<file path="src/rtl/round_robin_sel_gen.sv">
// round_robin_sel_gen
//   Round-robin grant generator producing a registered one-hot select mask
//   for a downstream AND-array mux. A grant is held for at most HOLD cycles
//   and is released early by done or by the granted lane dropping its request.
//   On release the pointer moves past the released lane and arbitration runs
//   again in the same edge, so grants can follow each other back-to-back.
//
//   Optional feature macro SEL_GAP_EN: break-before-make. Each release passes
//   through one GAP cycle and then one IDLE cycle, both with sel = 0, before
//   the next grant is issued.
//
// Parameters
//   WIDTH_I  number of mux lanes (>= 1)
//   HOLD     maximum number of cycles a grant stays asserted (>= 1)
// Ports
//   clk      clock, all state updates on the rising edge
//   rst      synchronous active-high reset
//   req      per-lane request
//   done     early release of the current grant
//   sel      registered one-hot or all-zero select mask
//   active   high exactly when sel is non-zero
//   sel_idx  binary index of the granted lane, 0 when idle
module round_robin_sel_gen #(
  parameter int unsigned WIDTH_I = 2,
  parameter int unsigned HOLD    = 4
) (
  input  logic                                 clk,
  input  logic                                 rst,
  input  logic [WIDTH_I-1:0]                   req,
  input  logic                                 done,
  output logic [WIDTH_I-1:0]                   sel,
  output logic                                 active,
  output logic [((WIDTH_I > 1) ? $clog2(WIDTH_I) : 1)-1:0] sel_idx
);

  localparam int unsigned IW = (WIDTH_I > 1) ? $clog2(WIDTH_I) : 1;
  localparam int unsigned CW = (HOLD > 1) ? $clog2(HOLD) : 1;
  localparam logic [CW-1:0] HOLD_LAST = CW'(HOLD - 1);
  localparam logic [IW-1:0] LAST_LANE = IW'(WIDTH_I - 1);

  typedef enum logic [1:0] {
    IDLE  = 2'd0,
    GRANT = 2'd1,
    GAP   = 2'd2
  } state_t;

  state_t            state, state_n;
  logic [IW-1:0]     ptr, ptr_n;
  logic [CW-1:0]     cnt, cnt_n;
  logic [WIDTH_I-1:0] sel_n;
  logic [IW-1:0]     idx_n;

  logic              release_now;
  logic [IW-1:0]     ptr_rel;
  logic [IW-1:0]     arb_ptr;
  logic [2*WIDTH_I-1:0] rot;
  logic              found;
  int unsigned       win_tmp;
  logic [IW-1:0]     win_idx;
  logic [WIDTH_I-1:0] win_onehot;

  // sel is one-hot at sel_idx, so masking req with sel checks req[sel_idx]
  // without an index that could exceed req's range when WIDTH_I = 1.
  always_comb begin
    release_now = (state == GRANT) &&
                  (done || (cnt == HOLD_LAST) || ((req & sel) == '0));
    ptr_rel     = (sel_idx == LAST_LANE) ? '0 : sel_idx + IW'(1);
    // On release the search must already start from the advanced pointer.
    arb_ptr     = release_now ? ptr_rel : ptr;
  end

  // Rotate a doubled copy of req so bit 0 is the lane at arb_ptr; the first
  // set bit j then maps back to lane (arb_ptr + j) mod WIDTH_I.
  always_comb begin
    rot        = {req, req} >> arb_ptr;
    found      = 1'b0;
    win_tmp    = 0;
    win_idx    = '0;
    for (int unsigned j = 0; j < WIDTH_I; j++) begin
      if (!found && rot[j]) begin
        found   = 1'b1;
        win_tmp = 32'(arb_ptr) + j;
        if (win_tmp >= WIDTH_I) win_tmp = win_tmp - WIDTH_I;
        win_idx = IW'(win_tmp);
      end
    end
    win_onehot = WIDTH_I'(1) << win_idx;
  end

  always_comb begin
    state_n = state;
    sel_n   = sel;
    idx_n   = sel_idx;
    ptr_n   = ptr;
    cnt_n   = cnt;
    case (state)
      IDLE: begin
        sel_n = '0;
        idx_n = '0;
        cnt_n = '0;
        if (found) begin
          state_n = GRANT;
          sel_n   = win_onehot;
          idx_n   = win_idx;
        end
      end
      GRANT: begin
        if (release_now) begin
          ptr_n = ptr_rel;
          cnt_n = '0;
`ifdef SEL_GAP_EN
          state_n = GAP;
          sel_n   = '0;
          idx_n   = '0;
`else
          if (found) begin
            state_n = GRANT;
            sel_n   = win_onehot;
            idx_n   = win_idx;
          end else begin
            state_n = IDLE;
            sel_n   = '0;
            idx_n   = '0;
          end
`endif
        end else begin
          cnt_n = cnt + CW'(1);
        end
      end
      GAP: begin
        state_n = IDLE;
        sel_n   = '0;
        idx_n   = '0;
        cnt_n   = '0;
      end
      default: begin
        state_n = IDLE;
        sel_n   = '0;
        idx_n   = '0;
        cnt_n   = '0;
      end
    endcase
  end

  always_ff @(posedge clk) begin
    if (rst) begin
      state   <= IDLE;
      sel     <= '0;
      sel_idx <= '0;
      ptr     <= '0;
      cnt     <= '0;
    end else begin
      state   <= state_n;
      sel     <= sel_n;
      sel_idx <= idx_n;
      ptr     <= ptr_n;
      cnt     <= cnt_n;
    end
  end

  assign active = |sel;

endmodule

</file>
<file path="config.mk">
export PLATFORM = sky130hd
export DESIGN_NAME = round_robin_sel_gen
export DESIGN_NICKNAME = d
export VERILOG_FILES = /design/src/rtl/round_robin_sel_gen.sv
export SDC_FILE = /design/constraint.sdc
export NUM_CORES = 1
export LEC_CHECK = 0
export CAP_MARGIN = 10
export CELL_PAD_IN_SITES_DETAIL_PLACEMENT = 0
export CELL_PAD_IN_SITES_GLOBAL_PLACEMENT = 1
export CORE_AREA = 5 5 42 44
export DETAILED_ROUTE_END_ITERATION = 16
export DIE_AREA = 0 0 47 49
export GPL_ROUTABILITY_DRIVEN = 0
export GPL_TIMING_DRIVEN = 0
export PLACE_DENSITY_LB_ADDON = 0.25
export SYNTH_ARGS = -nofsm -noshare
export SYNTH_HDL_FRONTEND = slang
export SYNTH_SLANG_ARGS = --single-unit
</file>
<file path="constraint.sdc">
create_clock -name clk -period 1.3 [get_ports clk]
set_input_delay 0.13 -clock clk [delete_from_list [all_inputs] [get_ports clk]]
set_output_delay 0.13 -clock clk [all_outputs]
set_load 0.1 [all_outputs]
</file>
Word level (Yosys, flattened, before mapping)
Cells that the tools add are included.
{"block": "totals", "word_cells": 48, "input_bits": 5, "out_inout_bits": 4, "register_bits": 8}
{"block": "op_classes", "n_reduce_logical": 10, "add_sub_neg": 5, "n_bitwise": 2, "shift": 2, "n_eq_ne": 4, "order_cmp": 2, "n_mux": 18}
{"operator": "$mux W1", "n": 11}
{"operator": "$mux W2", "n": 4}
{"operator": "$pmux W2 S2", "n": 2}
{"operator": "$logic_not A2 Y1", "n": 2}
{"operator": "$ne A2 B2 Y1 const B", "n": 2}
{"operator": "$shr A4 B1 Y2", "n": 1}
{"operator": "$reduce_or A3 Y1", "n": 1}
{"operator": "$add A1 B1 Y2 const B", "n": 1}
{"operator": "$add A2 B1 Y2 const B", "n": 1}
{"operator": "$and A2 B2 Y2", "n": 1}
{"operator": "$eq A2 B1 Y1 const B", "n": 1}
{"operator": "$eq A2 B2 Y1 const B", "n": 1}
{"operator": "$ge A1 B2 Y1 const B", "n": 1}
{"operator": "$ge A2 B2 Y1 const B", "n": 1}
{"operator": "$logic_and A1 B1 Y1", "n": 2}
{"operator": "$logic_or A1 B1 Y1", "n": 2}
{"operator": "$pmux W1 S2", "n": 1}
{"operator": "$reduce_and A2 Y1", "n": 1}
{"operator": "$reduce_or A2 Y1", "n": 1}
{"operator": "$shl A1 B1 Y2 const A", "n": 1}
{"operator": "$sub A1 B1 Y1 const B", "n": 2}
{"operator": "$add A1 B1 Y1 const B", "n": 1}
{"operator": "$logic_not A1 Y1", "n": 1}
{"operator": "$not A1 Y1", "n": 1}

Logic depth before layout (Yosys ltp)
Gate-level depths: netlist of the first run.
{"block": "depth", "ltp_word": 14, "mapped_depth": 5, "mapped_depth_nobuf": 5}

Worst setup path after synthesis of the first run
Ideal clock, no wire load.
{"block": "synth_timing", "kind": "reg-to-reg", "startpoint": "reg sel[0]", "endpoint": "reg sel[0]", "t_required_ns": 1.197, "setup_ns": 0.103, "t_arrival_ns": 1.859, "stages_incl_launch_ff": 5, "period_less_slack_ns": 1.963, "path_buffers": 0, "setup_slack_ns": -0.663, "path_cell_list": "dfxtp_1 nand2_2 o311ai_4 o21ai_2 a2111oi_2"}
{"block": "synth_between", "elab_chain_len": 14, "elab_cells_between_ends": 24, "classes_between": "add/sub: 3; order compare: 2; eq/ne: 1; shift: 2; mux: 10; bitwise: 1; reduce/logical: 5"}
{"item": "from (decl)", "line": "31", "text": "output logic [WIDTH_I-1:0] sel,"}
{"item": "from (signal assigned)", "line": "154", "text": "sel <= sel_n;"}
{"item": "$and A2 B2 Y2 *", "line": "66", "text": "(done || (cnt == HOLD_LAST) || ((req & sel) == '0));"}
{"item": "$logic_not A2 Y1 *", "line": "66"}
{"item": "$logic_or A1 B1 Y1 *", "line": "66"}
{"item": "$logic_and A1 B1 Y1 *", "line": "65", "text": "release_now = (state == GRANT) &&"}
{"item": "branches (longest 10 deep; another with $add A1 B1 Y2)"}
Mark *: on every way between the ends. The select of a mux whose other input is x is not followed.
A chain may end at the register's enable or synchronous reset.

Final worst setup path of the first run
{"block": "layout_timing", "startpoint": "reg sel[1]", "endpoint": "out active"}
{"block": "layout_between", "elab_chain_len": 1}
{"item": "$reduce_or A2 Y1", "line": "161", "text": "assign active = |sel;"}
{"item": "to (decl)", "line": "32", "text": "output logic active,"}
Every way passes these cells.

==> results of run 1 <==
[metal layers]
metal / global-route usage [%] / part of all wire, % / wire [µm]
met1: 11.7 / 49 / 411
met2: 10.6 / 40 / 338
met3: 2.95 / 7.9 / 66
met4: 5.53 / 2.6 / 22
met5: 0 / 0 / 0
[sequential cells by signal, indices dropped and copies added, names as in the netlist]
register,count
cnt,2
sel,2
ptr,1
state,1
[critical path: stages, from the launching register on]
cell,delay [ns]
dfxtp_4,0.35
buf_8,0.13
or2_4,0.25
buf_12,0.16
[path summary, 6_finish.rpt]
path,cells past startpoint,startpoint,to
setup / recovery,3,sel[1]$_SDFFE_PP0P_,active
hold / removal,3,req[1],state[0]$_SDFFE_PP0P_
setup reg to reg,4,cnt[0]$_SDFF_PP0_,sel[0]$_SDFFE_PP0P_
hold reg to reg,1,cnt[0]$_SDFF_PP0_,cnt[0]$_SDFF_PP0_
[through the flow]
step	area, µm²	std cells	setup TNS (ns)	setup WS, ns	hold slack [ns]
detailed placement	470	64	-2.24	-0.560	0.427
finish	529	69	0	0.0203	0.289
global placement	470	64	-2.28	-0.560	0.423
floorplan	380	41	-0.0789	-0.0765	0.190
CTS	509	68	-0.0609	-0.0609	0.304
global route	529	69	-0.101	-0.0728	0.370
[cell usage in the layout, fill, tap and decap left out, types with 2 or more instances in the layout]
cell             n
a21oi_1          2
nor2_1           3
clkbuf_4         3
clkdlybuf4s50_1  2
dfxtp_4          2
dfxtp_1          3
inv_1            2
buf_4            3
a31oi_1          2
nand2_1          2
nand3_1          2
buf_2            3
[cells by family after synthesis]
family                     count (synthesis)
AOI/OAI and AO/OA                         12
adders and majority gates                  1
buffers and inverters                      6
DFF                                        6
and+or+nand+nor                           16
[synthesized netlist by cell type (2+ instances only)]
cell type,n,area [µm²]
nand3_1,2,10.0
clkbuf_1,2,7.51
nand2_1,2,7.51
dfxtp_1,6,120
nor2_1,4,15.0
a21oi_1,2,10.0
a31oi_1,2,12.5
inv_1,2,7.51
[power by group]
group,switching (mW),internal (mW)
clock network,0.0810,0.105
logic,0.116,0.0653
registers,0.0105,0.192
[layout make-up]
type                            count  area (µm²)
Tap cell                           16        20.0
Fill cell                         158         872
Timing Repair Buffer                9        83.8
Buffer                              4        31.3
Multi-Input combinational cell     29         235
Sequential cell                     6         129
Inverter                            2        7.51
Clock buffer                        3        22.5
[what timing repair did]
item                                    CTS  global route
pin swaps                                 2             1
gates resized for setup                  24             6
buffers inserted                          1             1
endpoints found under the setup margin    6             4
==> impl_metrics.py, run 1 <==
metrics = {
    "die": {
        "die_w_um": 47,
        "core_um2": 1400,
        "dieArea_um2": 2300,
        "ioPinCount": 9,
        "rows": 14,
        "fp.dieH_um": 49,
        "start_util_pct": 25.4,
    },
    "clock_network": {
        "tritoncts": "done",
        "clock_sinks": 6,
        "ctsHoldBuffers": 0,
        "numCtsBuffers": 3,
        "clk_latency_ns": 0.26,
        "cts_root_buffer": "clkbuf_4",
        "cts_buffer_depth": 2,
        "clkTransAtPathRegs_ns": 0.05,
        "htree_levels": 1,
    },
    "yosys": {
        "synth_fp_nets": 47,
        "seq_area_frac_synth_pct": 33.8,
        "synth-simple-area-share_pct": 23.9,
        "synthAdderAreaFrac_pct": 3.52,
        "synth.area.mux_share_pct": 0,
        "syn_inst": 41,
        "synth_xor_area_share_pct": 0,
        "ys.flop_type": "dfxtp_1",
        "ys_warn_count": 0,
        "async_flop_share_pct": 0,
        "synth-compound-area-share_pct": 31.0,
        "synth_cell_types": 27,
        "synth_edf_count": 0,
        "synth_area_um2": 355,
        "syn_area_per_cell_um2": 8.67,
        "synth_top_family_by_area": "compound AO/OA/AOI/OAI gates",
        "ys_ff_latch": 6,
    },
    "placed_design": {
        "dp_hpwl_um": 573,
        "port_buffers": 7,
    },
    "power": {
        "p_leak_nw": 0.197,
        "power_density_nw_per_um2": 1080,
        "vdd_ir_drop_max_mv": 0.400,
        "p_total_mw": 0.571,
    },
    "routing": {
        "wire_per_inst_um": 12.2,
        "drc": 0,
        "wl_um": 839,
        "viasPerCell": 5.22,
        "num_vias": 360,
        "firstDrtPassIters": 3,
        "drtIter0Drc": 4,
        "ant_nets": 0,
    },
    "timing": {
        "slew_headroom_pct": 66.1,
        "finalSetupViolations": 0,
        "rsz0062_at_grt": "true",
        "post-route-period-util_pct": 98.4,
        "period_needed_ns": 1.28,
        "hold_viol_final": 0,
        "max_freq_ghz": 0.781,
        "slew_viol_final": 0,
        "clock_skew_ns": 0.00526,
        "tightest_slew_ns": 0.514,
    },
    "global_route": {
        "antenna_found_initial": 0,
        "track_usage_pct": 8.47,
        "overflow": 0,
        "grt_pass1_wl_mm": 1.40,
        "grt_pass1_vias": 335,
        "grt_max_degree": 10,
    },
    "setup_path": {
        "end_kind": "output pin",
        "critPathArrivalTime_ns": 1.15,
        "reg2reg_slack_ns": 0.03,
        "start_kind": "flip-flop",
        "worstPathMaxFanout": 9,
        "critPathKind": "reg2out",
        "worstPathRequired_ns": 1.17,
    },
    "cells_and_area": {
        "nets": 61,
        "area_delta_synth_final_pct": 48.9,
        "fin_util_pct": 37.8,
        "antennaDiodeCount": 0,
        "drive_gt1_share_pct": 41.5,
    },
    "outcome": {
        "status": "finished clean",
    },
    "flow_run": {
        "maxCapViolCount": 0,
    },
    "min_path": {
        "hold_path_class": "in2reg",
    },
}
No activity file was read; power rests on OpenSTA's default activity.
==> inputs of run 2 (changes only) <==
--- a/config.mk
+++ b/config.mk
@@ -14,6 +14,7 @@
 export GPL_ROUTABILITY_DRIVEN = 0
 export GPL_TIMING_DRIVEN = 0
 export PLACE_DENSITY_LB_ADDON = 0.25
+export RECOVER_POWER = 100
 export SYNTH_ARGS = -nofsm -noshare
 export SYNTH_HDL_FRONTEND = slang
 export SYNTH_SLANG_ARGS = --single-unit
==> impl_metrics.py, run 2 (synthesis gave the netlist of run 1 again) <==
metrics = {
    "outcome": {
        "status": "finished clean",
    },
    "global_route": {
        "grtUsageMet1_pct": 11.7,
        "grt_pass1_wl_mm": 1.40,
        "overflow": 0,
        "grt_max_degree": 10,
        "grt-busiest-layer": "met1",
        "grt_use_met3_pct": 2.95,
        "grt_pass1_vias": 335,
        "met2_usage_pct": 10.6,
        "track_usage_pct": 8.47,
        "antenna_found_initial": 0,
    },
    "clock_network": {
        "tritoncts": "done",
        "cts_root_buffer": "clkbuf_4",
        "clkTransAtPathRegs_ns": 0.05,
        "htree_levels": 1,
        "clock_sinks": 6,
        "clk_latency_ns": 0.26,
        "cts_buffer_depth": 2,
        "numCtsBuffers": 3,
        "ctsHoldBuffers": 0,
    },
    "cells_and_area": {
        "seq_area_um2": 129,
        "nets": 61,
        "layout_common_cells": "buf_2 (3), nor2_1 (3), buf_4 (3), clkbuf_4 (3), dfxtp_1 (3)",
        "area_delta_synth_final_pct": 48.9,
        "drive_gt1_share_pct": 41.5,
        "multi_input_area_um2": 235,
        "antennaDiodeCount": 0,
        "n_fill_cell": 158,
        "top_regs": "cnt x2, sel x2",
    },
    "routing": {
        "viasPerCell": 5.22,
        "wl_um": 839,
        "ant_nets": 0,
        "drc": 0,
        "firstDrtPassIters": 3,
        "drtIter0Drc": 4,
        "wire_per_inst_um": 12.2,
        "num_vias": 360,
    },
    "die": {
        "dieArea_um2": 2300,
        "start_util_pct": 25.4,
        "die_w_um": 47,
        "fp.dieH_um": 49,
        "rows": 14,
        "ioPinCount": 9,
        "core_um2": 1400,
    },
    "timing": {
        "tightest_slew_ns": 0.514,
        "hold_viol_final": 0,
        "finalSetupViolations": 0,
        "max_freq_ghz": 0.781,
        "fin_ws_ns": 0.0203,
        "period_needed_ns": 1.28,
        "post-route-period-util_pct": 98.4,
        "slew_viol_final": 0,
        "rsz0062_at_grt": "true",
        "clock_skew_ns": 0.00526,
        "timing.hold.ws_ns": 0.289,
        "slew_headroom_pct": 66.1,
    },
    "setup_path": {
        "critPathArrivalTime_ns": 1.15,
        "worstPathMaxFanout": 9,
        "cp-endpoint": "active",
        "reg2reg_depth": 4,
        "timing.rr.end": "sel[0]$_SDFFE_PP0P_",
        "worstPathRequired_ns": 1.17,
        "critPathKind": "reg2out",
        "end_kind": "output pin",
        "r2r-start": "cnt[0]$_SDFF_PP0_",
        "crit_start": "sel[1]$_SDFFE_PP0P_",
        "start_kind": "flip-flop",
        "reg2reg_slack_ns": 0.03,
    },
    "power": {
        "vdd_ir_drop_max_mv": 0.400,
        "p_leak_nw": 0.197,
        "power_density_nw_per_um2": 1080,
    },
    "flow_run": {
        "maxCapViolCount": 0,
    },
    "placed_design": {
        "dp_hpwl_um": 573,
        "pre_cts_slack_ns": -0.560,
        "port_buffers": 7,
    },
    "min_path": {
        "hold_path_class": "in2reg",
    },
}
## run 2: changes by cell type in the layout (fill, tap and decap cells not counted), sizes merged
cell / change
clkdlybuf4s50: -1
dlygate4sd3: +1
## run 2: what timing repair did
item	4_1_cts	5_1_grt
endpoints found under the hold margin	0	0
setup buffers	1	1
setup endpoints to repair	6	4
pin swaps	2	1
gates resized for setup	24	6
## run 2: worst max-delay path: stages, from the launching register on
cell and delay (ns):
dfxtp_4 0.35, buf_8 0.13, or2_4 0.25, buf_12 0.16
## run 2: layout make-up
cell class	instances	share of cell area (%)
plain buffers	4	5.91
clock buffers	3	4.26
inverters	2	1.42
multi-input cells	29	44.4
flip-flops and latches	6	24.3
well taps	16	3.78
repair buffers	9	15.8
## run 2: how the worst min path moves through the flow
stage	endpoint	cells past startpoint	startpoint
after floorplan	sel[0]$_SDFFE_PP0P_	1	rst
after global placement	cnt[0]$_SDFF_PP0_	1	cnt[0]$_SDFF_PP0_
after detailed placement	cnt[0]$_SDFF_PP0_	1	cnt[0]$_SDFF_PP0_
after CTS	state[0]$_SDFFE_PP0P_	3	req[1]
after global routing	state[0]$_SDFFE_PP0P_	3	req[1]
final	state[0]$_SDFFE_PP0P_	3	req[1]
## run 2: per-stage QoR
step | util (%) | setup TNS, ns | instance area (µm²) | power (mW) | std cells
after CTS | 36.3 | -0.0609 | 509 | 0.553 | 68
after floorplan | - | -0.0789 | 380 | 0.330 | 41
after global placement | 33.6 | -2.28 | 470 | 0.374 | 64
after detailed placement | 33.6 | -2.24 | 470 | 0.373 | 64
after global routing | 37.8 | -0.101 | 529 | 0.587 | 69
final | 37.8 | 0 | 529 | 0.570 | 69
## run 2: report_power, final
| part | switching, mW | internal (mW) | total, mW |
|---|---|---|---|
| registers | 0.0105 | 0.192 | 0.203 |
| clock network | 0.0810 | 0.105 | 0.186 |
| logic | 0.116 | 0.0647 | 0.181 |
| total | 0.207 | 0.363 | 0.570 |
## run 2: metal layers
layer / vias up / part of all wire [%]
met5: - / 0
met4: 0 / 2.6
met3: 3 / 7.9
met2: 10 / 40
met1: 170 / 49
li1: 177 / -
